===== config.mk =====
export PLATFORM = sky130hd
export DESIGN_NAME = pll_lock_supervisor_flat
export DESIGN_NICKNAME = d
export VERILOG_FILES = /design/src/rtl/pll_lock_supervisor_if.sv /design/src/rtl/pll_lock_supervisor.sv /design/src/flat_wrapper.sv
export SDC_FILE = /design/constraint.sdc
export NUM_CORES = 1
export LEC_CHECK = 0
export BUFFER_PORTS_ARGS = -buffer_cell sky130_fd_sc_hd__buf_2
export CAP_MARGIN = 10
export CORE_ASPECT_RATIO = 1.4
export CORE_UTILIZATION = 35
export DETAILED_ROUTE_END_ITERATION = 6
export MAX_ROUTING_LAYER = met4
export PLACE_DENSITY_LB_ADDON = 0.3
export SETUP_SLACK_MARGIN = 0.05
export SYNTH_ARGS = -nofsm -noshare
export SYNTH_HDL_FRONTEND = slang
export SYNTH_SLANG_ARGS = --single-unit

===== constraint.sdc =====
create_clock -name clk -period 3.3 [get_ports clk]
set_input_delay 0.66 -clock clk [delete_from_list [all_inputs] [get_ports clk]]
set_output_delay 0.66 -clock clk [all_outputs]
set_load 0.01 [all_outputs]

===== src/rtl/pll_lock_supervisor_if.sv =====
// PLL-side and domain-side signals of the lock supervisor.
// The supervisor connects through the slave modport. The environment
// (PLL model or testbench) connects through the master modport.
interface pll_lock_supervisor_if #(
   parameter int NUM_CH = 3,
   parameter int CNT_W  = 8
);
   logic              pll_locked;
   logic              restart_req;
   logic              pll_rst;
   logic [NUM_CH-1:0] domain_rst_n;
   logic              ready;
   logic [CNT_W-1:0]  lock_loss_cnt;
   logic [CNT_W-1:0]  timeout_cnt;
   logic [2:0]        state_o;

   modport slave (
      input  pll_locked, restart_req,
      output pll_rst, domain_rst_n, ready, lock_loss_cnt, timeout_cnt, state_o
   );

   modport master (
      output pll_locked, restart_req,
      input  pll_rst, domain_rst_n, ready, lock_loss_cnt, timeout_cnt, state_o
   );
endinterface


===== src/rtl/pll_lock_supervisor.sv =====
// PLL lock supervisor and staggered domain reset sequencer.
// Runs on the board reference clock so it keeps working while the PLL is unlocked.
//
// state     | meaning
// ----------+-------------------------------------------------------------
// RESET_PLL | pll_rst asserted for RST_PULSE_CYCLES, all domains held
// WAIT_LOCK | waiting for synchronised lock, times out after TIMEOUT_CYCLES
// STABLE    | counting consecutive lock cycles up to STABLE_CYCLES
// RELEASE   | releasing domain resets one by one, STAGGER_CYCLES apart
// RUN       | all domains released, ready asserted
module pll_lock_supervisor #(
   parameter int NUM_CH           = 3,
   parameter int STABLE_CYCLES    = 1024,
   parameter int STAGGER_CYCLES   = 16,
   parameter int TIMEOUT_CYCLES   = 65536,
   parameter int RST_PULSE_CYCLES = 8,
   parameter int CNT_W            = 8
) (
   input  logic                  clk,
   input  logic                  rst_n,
   pll_lock_supervisor_if.slave  bus
);
   // One shared timer serves every state. It must hold the largest terminal value.
   localparam int M_A   = (TIMEOUT_CYCLES > STABLE_CYCLES) ? TIMEOUT_CYCLES : STABLE_CYCLES;
   localparam int M_B   = (STAGGER_CYCLES > RST_PULSE_CYCLES) ? STAGGER_CYCLES : RST_PULSE_CYCLES;
   localparam int T_MAX = (M_A > M_B) ? M_A : M_B;
   localparam int TMR_W = $clog2(T_MAX);
   localparam int CH_W  = $clog2(NUM_CH + 1);

   typedef enum logic [2:0] {
      S_RESET_PLL = 3'd0,
      S_WAIT_LOCK = 3'd1,
      S_STABLE    = 3'd2,
      S_RELEASE   = 3'd3,
      S_RUN       = 3'd4
   } state_t;

   state_t            r_state, w_state_nx;
   logic [TMR_W-1:0]  r_tmr, w_tmr_nx;
   logic [CH_W-1:0]   r_ch, w_ch_nx;
   logic [NUM_CH-1:0] r_dom, w_dom_nx;
   logic [CNT_W-1:0]  r_lcnt, w_lcnt_nx;
   logic [CNT_W-1:0]  r_tcnt, w_tcnt_nx;
   logic [1:0]        r_sync;
   logic              w_lk;

   assign w_lk = r_sync[1];

   // State register, timer, release vector, event counters and lock synchroniser.
   always_ff @(posedge clk) begin
      if (!rst_n) begin
         r_state <= S_RESET_PLL;
         r_tmr   <= '0;
         r_ch    <= '0;
         r_dom   <= '0;
         r_lcnt  <= '0;
         r_tcnt  <= '0;
         r_sync  <= '0;
      end else begin
         r_state <= w_state_nx;
         r_tmr   <= w_tmr_nx;
         r_ch    <= w_ch_nx;
         r_dom   <= w_dom_nx;
         r_lcnt  <= w_lcnt_nx;
         r_tcnt  <= w_tcnt_nx;
         r_sync  <= {r_sync[0], bus.pll_locked};
      end
   end

   // Next-state logic. restart_req overrides everything, including counter updates.
   // r_ch holds the index of the next domain to release.
   always_comb begin
      w_state_nx = r_state;
      w_tmr_nx   = r_tmr;
      w_ch_nx    = r_ch;
      w_dom_nx   = r_dom;
      w_lcnt_nx  = r_lcnt;
      w_tcnt_nx  = r_tcnt;
      if (bus.restart_req) begin
         w_state_nx = S_RESET_PLL;
         w_tmr_nx   = '0;
         w_ch_nx    = '0;
         w_dom_nx   = '0;
      end else begin
         case (r_state)
            S_RESET_PLL: begin
               w_dom_nx = '0;
               if (r_tmr == TMR_W'(RST_PULSE_CYCLES - 1)) begin
                  w_state_nx = S_WAIT_LOCK;
                  w_tmr_nx   = '0;
               end else begin
                  w_tmr_nx = r_tmr + 1'b1;
               end
            end
            S_WAIT_LOCK: begin
               if (w_lk) begin
                  w_state_nx = S_STABLE;
                  w_tmr_nx   = '0;
               end else if (r_tmr == TMR_W'(TIMEOUT_CYCLES - 1)) begin
                  w_state_nx = S_RESET_PLL;
                  w_tmr_nx   = '0;
                  if (r_tcnt != '1) w_tcnt_nx = r_tcnt + 1'b1;
               end else begin
                  w_tmr_nx = r_tmr + 1'b1;
               end
            end
            S_STABLE: begin
               if (!w_lk) begin
                  w_state_nx = S_WAIT_LOCK;
                  w_tmr_nx   = '0;
               end else if (r_tmr == TMR_W'(STABLE_CYCLES - 1)) begin
                  w_state_nx  = S_RELEASE;
                  w_tmr_nx    = '0;
                  w_dom_nx    = '0;
                  w_dom_nx[0] = 1'b1;
                  w_ch_nx     = CH_W'(1);
               end else begin
                  w_tmr_nx = r_tmr + 1'b1;
               end
            end
            S_RELEASE, S_RUN: begin
               if (!w_lk) begin
                  w_state_nx = S_WAIT_LOCK;
                  w_tmr_nx   = '0;
                  w_ch_nx    = '0;
                  w_dom_nx   = '0;
                  if (r_lcnt != '1) w_lcnt_nx = r_lcnt + 1'b1;
               end else if (r_state == S_RELEASE) begin
                  if (r_tmr == TMR_W'(STAGGER_CYCLES - 1)) begin
                     w_tmr_nx = '0;
                     if (r_ch == CH_W'(NUM_CH)) begin
                        w_state_nx = S_RUN;
                     end else begin
                        for (int i = 0; i < NUM_CH; i++) begin
                           if (r_ch == CH_W'(i)) w_dom_nx[i] = 1'b1;
                        end
                        w_ch_nx = r_ch + 1'b1;
                     end
                  end else begin
                     w_tmr_nx = r_tmr + 1'b1;
                  end
               end
            end
            default: begin
               w_state_nx = S_RESET_PLL;
               w_tmr_nx   = '0;
               w_ch_nx    = '0;
               w_dom_nx   = '0;
            end
         endcase
      end
   end

   assign bus.pll_rst       = (r_state == S_RESET_PLL);
   assign bus.ready         = (r_state == S_RUN);
   assign bus.domain_rst_n  = r_dom;
   assign bus.lock_loss_cnt = r_lcnt;
   assign bus.timeout_cnt   = r_tcnt;
   assign bus.state_o       = r_state;
endmodule


===== src/flat_wrapper.sv =====
// flat-port wrapper written by rule: the top's interface ports become plain ports
module pll_lock_supervisor_flat 
#(
   parameter int NUM_CH           = 3,
   parameter int STABLE_CYCLES    = 1024,
   parameter int STAGGER_CYCLES   = 16,
   parameter int TIMEOUT_CYCLES   = 65536,
   parameter int RST_PULSE_CYCLES = 8,
   parameter int CNT_W            = 8
)
  (clk, rst_n, bus_pll_locked, bus_restart_req, bus_pll_rst, bus_domain_rst_n, bus_ready, bus_lock_loss_cnt, bus_timeout_cnt, bus_state_o);
  pll_lock_supervisor_if #(.NUM_CH(NUM_CH), .CNT_W(CNT_W)) bus_i ();
  input  logic clk;
  input  logic rst_n;
  input wire logic [$bits(bus_i.pll_locked)-1:0] bus_pll_locked;
  input wire logic [$bits(bus_i.restart_req)-1:0] bus_restart_req;
  output wire logic [$bits(bus_i.pll_rst)-1:0] bus_pll_rst;
  output wire logic [$bits(bus_i.domain_rst_n)-1:0] bus_domain_rst_n;
  output wire logic [$bits(bus_i.ready)-1:0] bus_ready;
  output wire logic [$bits(bus_i.lock_loss_cnt)-1:0] bus_lock_loss_cnt;
  output wire logic [$bits(bus_i.timeout_cnt)-1:0] bus_timeout_cnt;
  output wire logic [$bits(bus_i.state_o)-1:0] bus_state_o;
  assign bus_i.pll_locked = bus_pll_locked;
  assign bus_i.restart_req = bus_restart_req;
  assign bus_pll_rst = bus_i.pll_rst;
  assign bus_domain_rst_n = bus_i.domain_rst_n;
  assign bus_ready = bus_i.ready;
  assign bus_lock_loss_cnt = bus_i.lock_loss_cnt;
  assign bus_timeout_cnt = bus_i.timeout_cnt;
  assign bus_state_o = bus_i.state_o;
  pll_lock_supervisor #(.NUM_CH(NUM_CH), .STABLE_CYCLES(STABLE_CYCLES), .STAGGER_CYCLES(STAGGER_CYCLES), .TIMEOUT_CYCLES(TIMEOUT_CYCLES), .RST_PULSE_CYCLES(RST_PULSE_CYCLES), .CNT_W(CNT_W)) u_core (.clk(clk), .rst_n(rst_n), .bus(bus_i));
endmodule

==> results.json <==
{
  "n_antenna_cell": 0,
  "track_usage_pct": 15.5,
  "syn_inst": 264,
  "die-area_sq_um": 6670,
  "crit_fanout": 14,
  "timing.final.crit_period_ns": 2.24,
  "pin_count": 28,
  "grt_pass1_wl_microns": 8090,
  "crit_required_ns": 3.53,
  "slowest_stage": "dfxtp_1",
  "finish.utilization_pct": 40.9,
  "tightest_slew_ns": 0.586,
  "dr.first_iter.drc_count": 118,
  "synth_top_cell_by_area": "dfxtp_1",
  "via_per_inst": 5.28,
  "power_density_nw_per_um2": 373,
  "maxSlewHeadroom_pct": 60.8,
  "fin_tns_setup_ns": 0,
  "ys_types": 47,
  "cp_top_family": "compound AO/OA/AOI/OAI gates",
  "cp-start-kind": "register",
  "die_h_microns": 96.2,
  "p_clk_share_pct": 43.8,
  "finalHoldViolations": 0,
  "post_cts_buffers": 0,
  "worstSetupPathDepth": 6,
  "vias": 1923,
  "wl_per_cell_microns": 13.3,
  "switchingPower_mw": 0.202,
  "p_leak_nw": 0.924,
  "swShare_pct": 21.5,
  "p_int_mw": 0.740,
  "outcome": "finished clean",
  "area_delta_synth_final_pct": 13.8,
  "holdBufCountCts": 0,
  "place_area_sq_um": 2410,
  "ys_warn_count": 0,
  "numCtsBuffers": 5,
  "grt_pass1_vias": 1749,
  "synth_edf_count": 0,
  "clock_latency_ns": 0.30,
  "final-max-slew-violation-count": 0,
  "antenna_found_initial": 0,
  "drive_gt1_share_pct": 15.1,
  "irDropWorstVdd_mv": 0.124,
  "coreArea_sq_um": 6170,
  "fillers": 640,
  "path_cells": "nor3b_2 -> o21a_1 -> a22oi_1 -> a31oi_2 -> nand3_1 -> a31oi_1",
  "fmax_mhz": 446,
  "rsz0062_at_grt": "no",
  "numClockSinks": 42,
  "seq_area_frac_synth_pct": 37.9,
  "layout_setup_ws_ns": 1.06,
  "hold_ws_ns": 0.456,
  "max_stage_delay_ns": 0.59,
  "fin_crit_sh_pct": 68.0,
  "drt_first_pass_iters": 4,
  "worst-path-buf-inv": 0,
  "cp_data_arrival_time_ns": 2.47,
  "p_comb_share_pct": 2.0,
  "crit_type": "reg -> reg",
  "hp-class": "reg -> reg",
  "grt-ovfl-total": 0,
  "routed_wl_microns": 4860,
  "pre_cts_ws_ns": 0.988,
  "cts.clk_slew.worst_paths_ns": 0.08,
  "async_flop_share_pct": 0,
  "netlist.area_leader.share_pct": 37.9,
  "fin_area_sq_um": 2520,
  "cts_tree": "done",
  "maxCapViolCount": 0,
  "syn_area_sq_um": 2220,
  "ys.flop_type": "dfxtp_1",
  "ctsResizeCount": 0,
  "ys_ff_latch": 42,
  "synth_area_per_cell_sq_um": 8.40,
  "seqPwrFrac_pct": 54.3,
  "drc_errors": 0,
  "synth_area_leaders": "dfxtp_1, nor2_1, xor2_1",
  "cts.path.max_buffers": 2,
  "portBuffers": 27,
  "grt_max_degree": 18,
  "min_path_cells": 1,
  "initial_core_util_pct": 36.0,
  "fin_worst_skew_ns": 0.00620,
  "gp_congestion": 0.862,
  "ant_nets": 0,
  "num_rows": 34,
  "chipWidth_microns": 69.3,
  "syn-num-nets": 275,
  "cp-end-kind": "register",
  "htree_levels": 2,
  "setup_viol": 0,
  "final_nets": 302,
  "reg2reg_depth": 6,
  "root_buffer": "clkbuf_8",
  "hpwl_microns": 3530
}
-- power by group through the flow --
stage | registers, mW | logic (mW) | clock network (mW)
2_1_floorplan | 0.522 | 0.0136 | 0
6_report | 0.512 | 0.0184 | 0.413
4_1_cts | 0.512 | 0.0188 | 0.422
3_5_place_dp | 0.524 | 0.0187 | 0
3_3_place_gp | 0.524 | 0.0187 | 0
5_1_grt | 0.513 | 0.0206 | 0.443
-- routing by layer --
metal / track usage [%] / up-vias / routed length, microns
met5: - / - / 0
met2: 27.0 / 37 / 2370
li1: - / 986 / -
met4: 7.48 / 0 / 131
met1: 17.4 / 888 / 2200
met3: 2.62 / 12 / 156
-- state kept, by name, summed over array words and instances (netlist names) --
| signal | count |
|---|---|
| u_core.bus.domain_rst_n | 3 |
| u_core.r_tmr | 16 |
| u_core.bus.timeout_cnt | 8 |
| u_core.bus.state_o | 3 |
| u_core.r_sync | 2 |
| u_core.r_ch | 2 |
| u_core.bus.lock_loss_cnt | 8 |
-- cells in the final DEF (no fill, tap or decap), types with 2 or more instances in the layout --
master / Yosys / final
dfxtp_1: 42 / 42
nor2_1: 42 / 42
a22oi_1: 2 / 2
o21ai_0: 11 / 11
or3_1: 3 / 3
nand2b_1: 3 / 3
a21oi_1: 12 / 12
buf_2: 2 / 27
and3b_1: 2 / 2
nand3b_1: 2 / 2
nand3_1: 13 / 13
nor3_1: 10 / 10
nor4_1: 2 / 2
and3_1: 5 / 5
nor2b_1: 4 / 4
clkbuf_8: 0 / 5
nand2_1: 18 / 18
a31oi_1: 5 / 5
and2_1: 3 / 3
mux2i_1: 4 / 4
inv_1: 8 / 8
nand4_1: 13 / 13
and4_1: 2 / 2
xnor2_1: 10 / 10
xor2_1: 12 / 12
a211oi_1: 2 / 2
ha_1: 7 / 7
-- final timing paths --
path / to / slack, ns / startpoint
min reg2reg: u_core.r_sync[1]$_SDFF_PN0_ / 0.46 / u_core.r_sync[0]$_SDFF_PN0_
min: u_core.r_sync[1]$_SDFF_PN0_ / 0.46 / u_core.r_sync[0]$_SDFF_PN0_
max reg2reg: u_core.r_tmr[11]$_SDFFE_PP0N_ / 1.06 / u_core.bus.state_o[2]$_SDFFE_PP0P_
max: u_core.r_tmr[11]$_SDFFE_PP0N_ / 1.06 / u_core.bus.state_o[2]$_SDFFE_PP0P_
-- metrics by stage --
stage          cells  total power [mW]
6_report         364             0.943
3_3_place_gp     356             0.542
5_1_grt          364             0.976
2_1_floorplan    264             0.536
3_5_place_dp     356             0.542
4_1_cts          364             0.953
-- layout make-up --
class / instances / area [sq um] / area share [%]
clock buffers: 6 / 72.6 / 2.87
clock inverters: 2 / 37.5 / 1.49
inverters: 9 / 33.8 / 1.34
multi-input cells: 206 / 1320 / 52.1
flip-flops and latches: 42 / 841 / 33.3
well taps: 72 / 90.1 / 3.57
repair buffers: 27 / 135 / 5.35
-- cells in the mapped netlist, types with 3 or more instances --
library cell / n
dfxtp_1: 42
nor2_1: 42
nand2_1: 18
nand3_1: 13
nand4_1: 13
a21oi_1: 12
xor2_1: 12
o21ai_0: 11
nor3_1: 10
xnor2_1: 10
inv_1: 8
ha_1: 7
a31oi_1: 5
and3_1: 5
clkbuf_1: 5
mux2i_1: 4
nor2b_1: 4
and2_1: 3
nand2b_1: 3
or3_1: 3
-- cells by family (layout without fill, tap and decap cells) --
kind of cell | Yosys count | after routing | synth area share [%]
AOI/OAI and AO/OA | 44 | 44 | 14.2
xor gates and xnor gates | 22 | 22 | 8.69
adders and majority gates | 7 | 7 | 3.95
buffers and inverters | 16 | 44 | 2.82
DFF | 42 | 42 | 37.9
muxes | 4 | 4 | 1.80
and+or+nand+nor | 129 | 129 | 30.7
(Power assumes the default switching activity.)
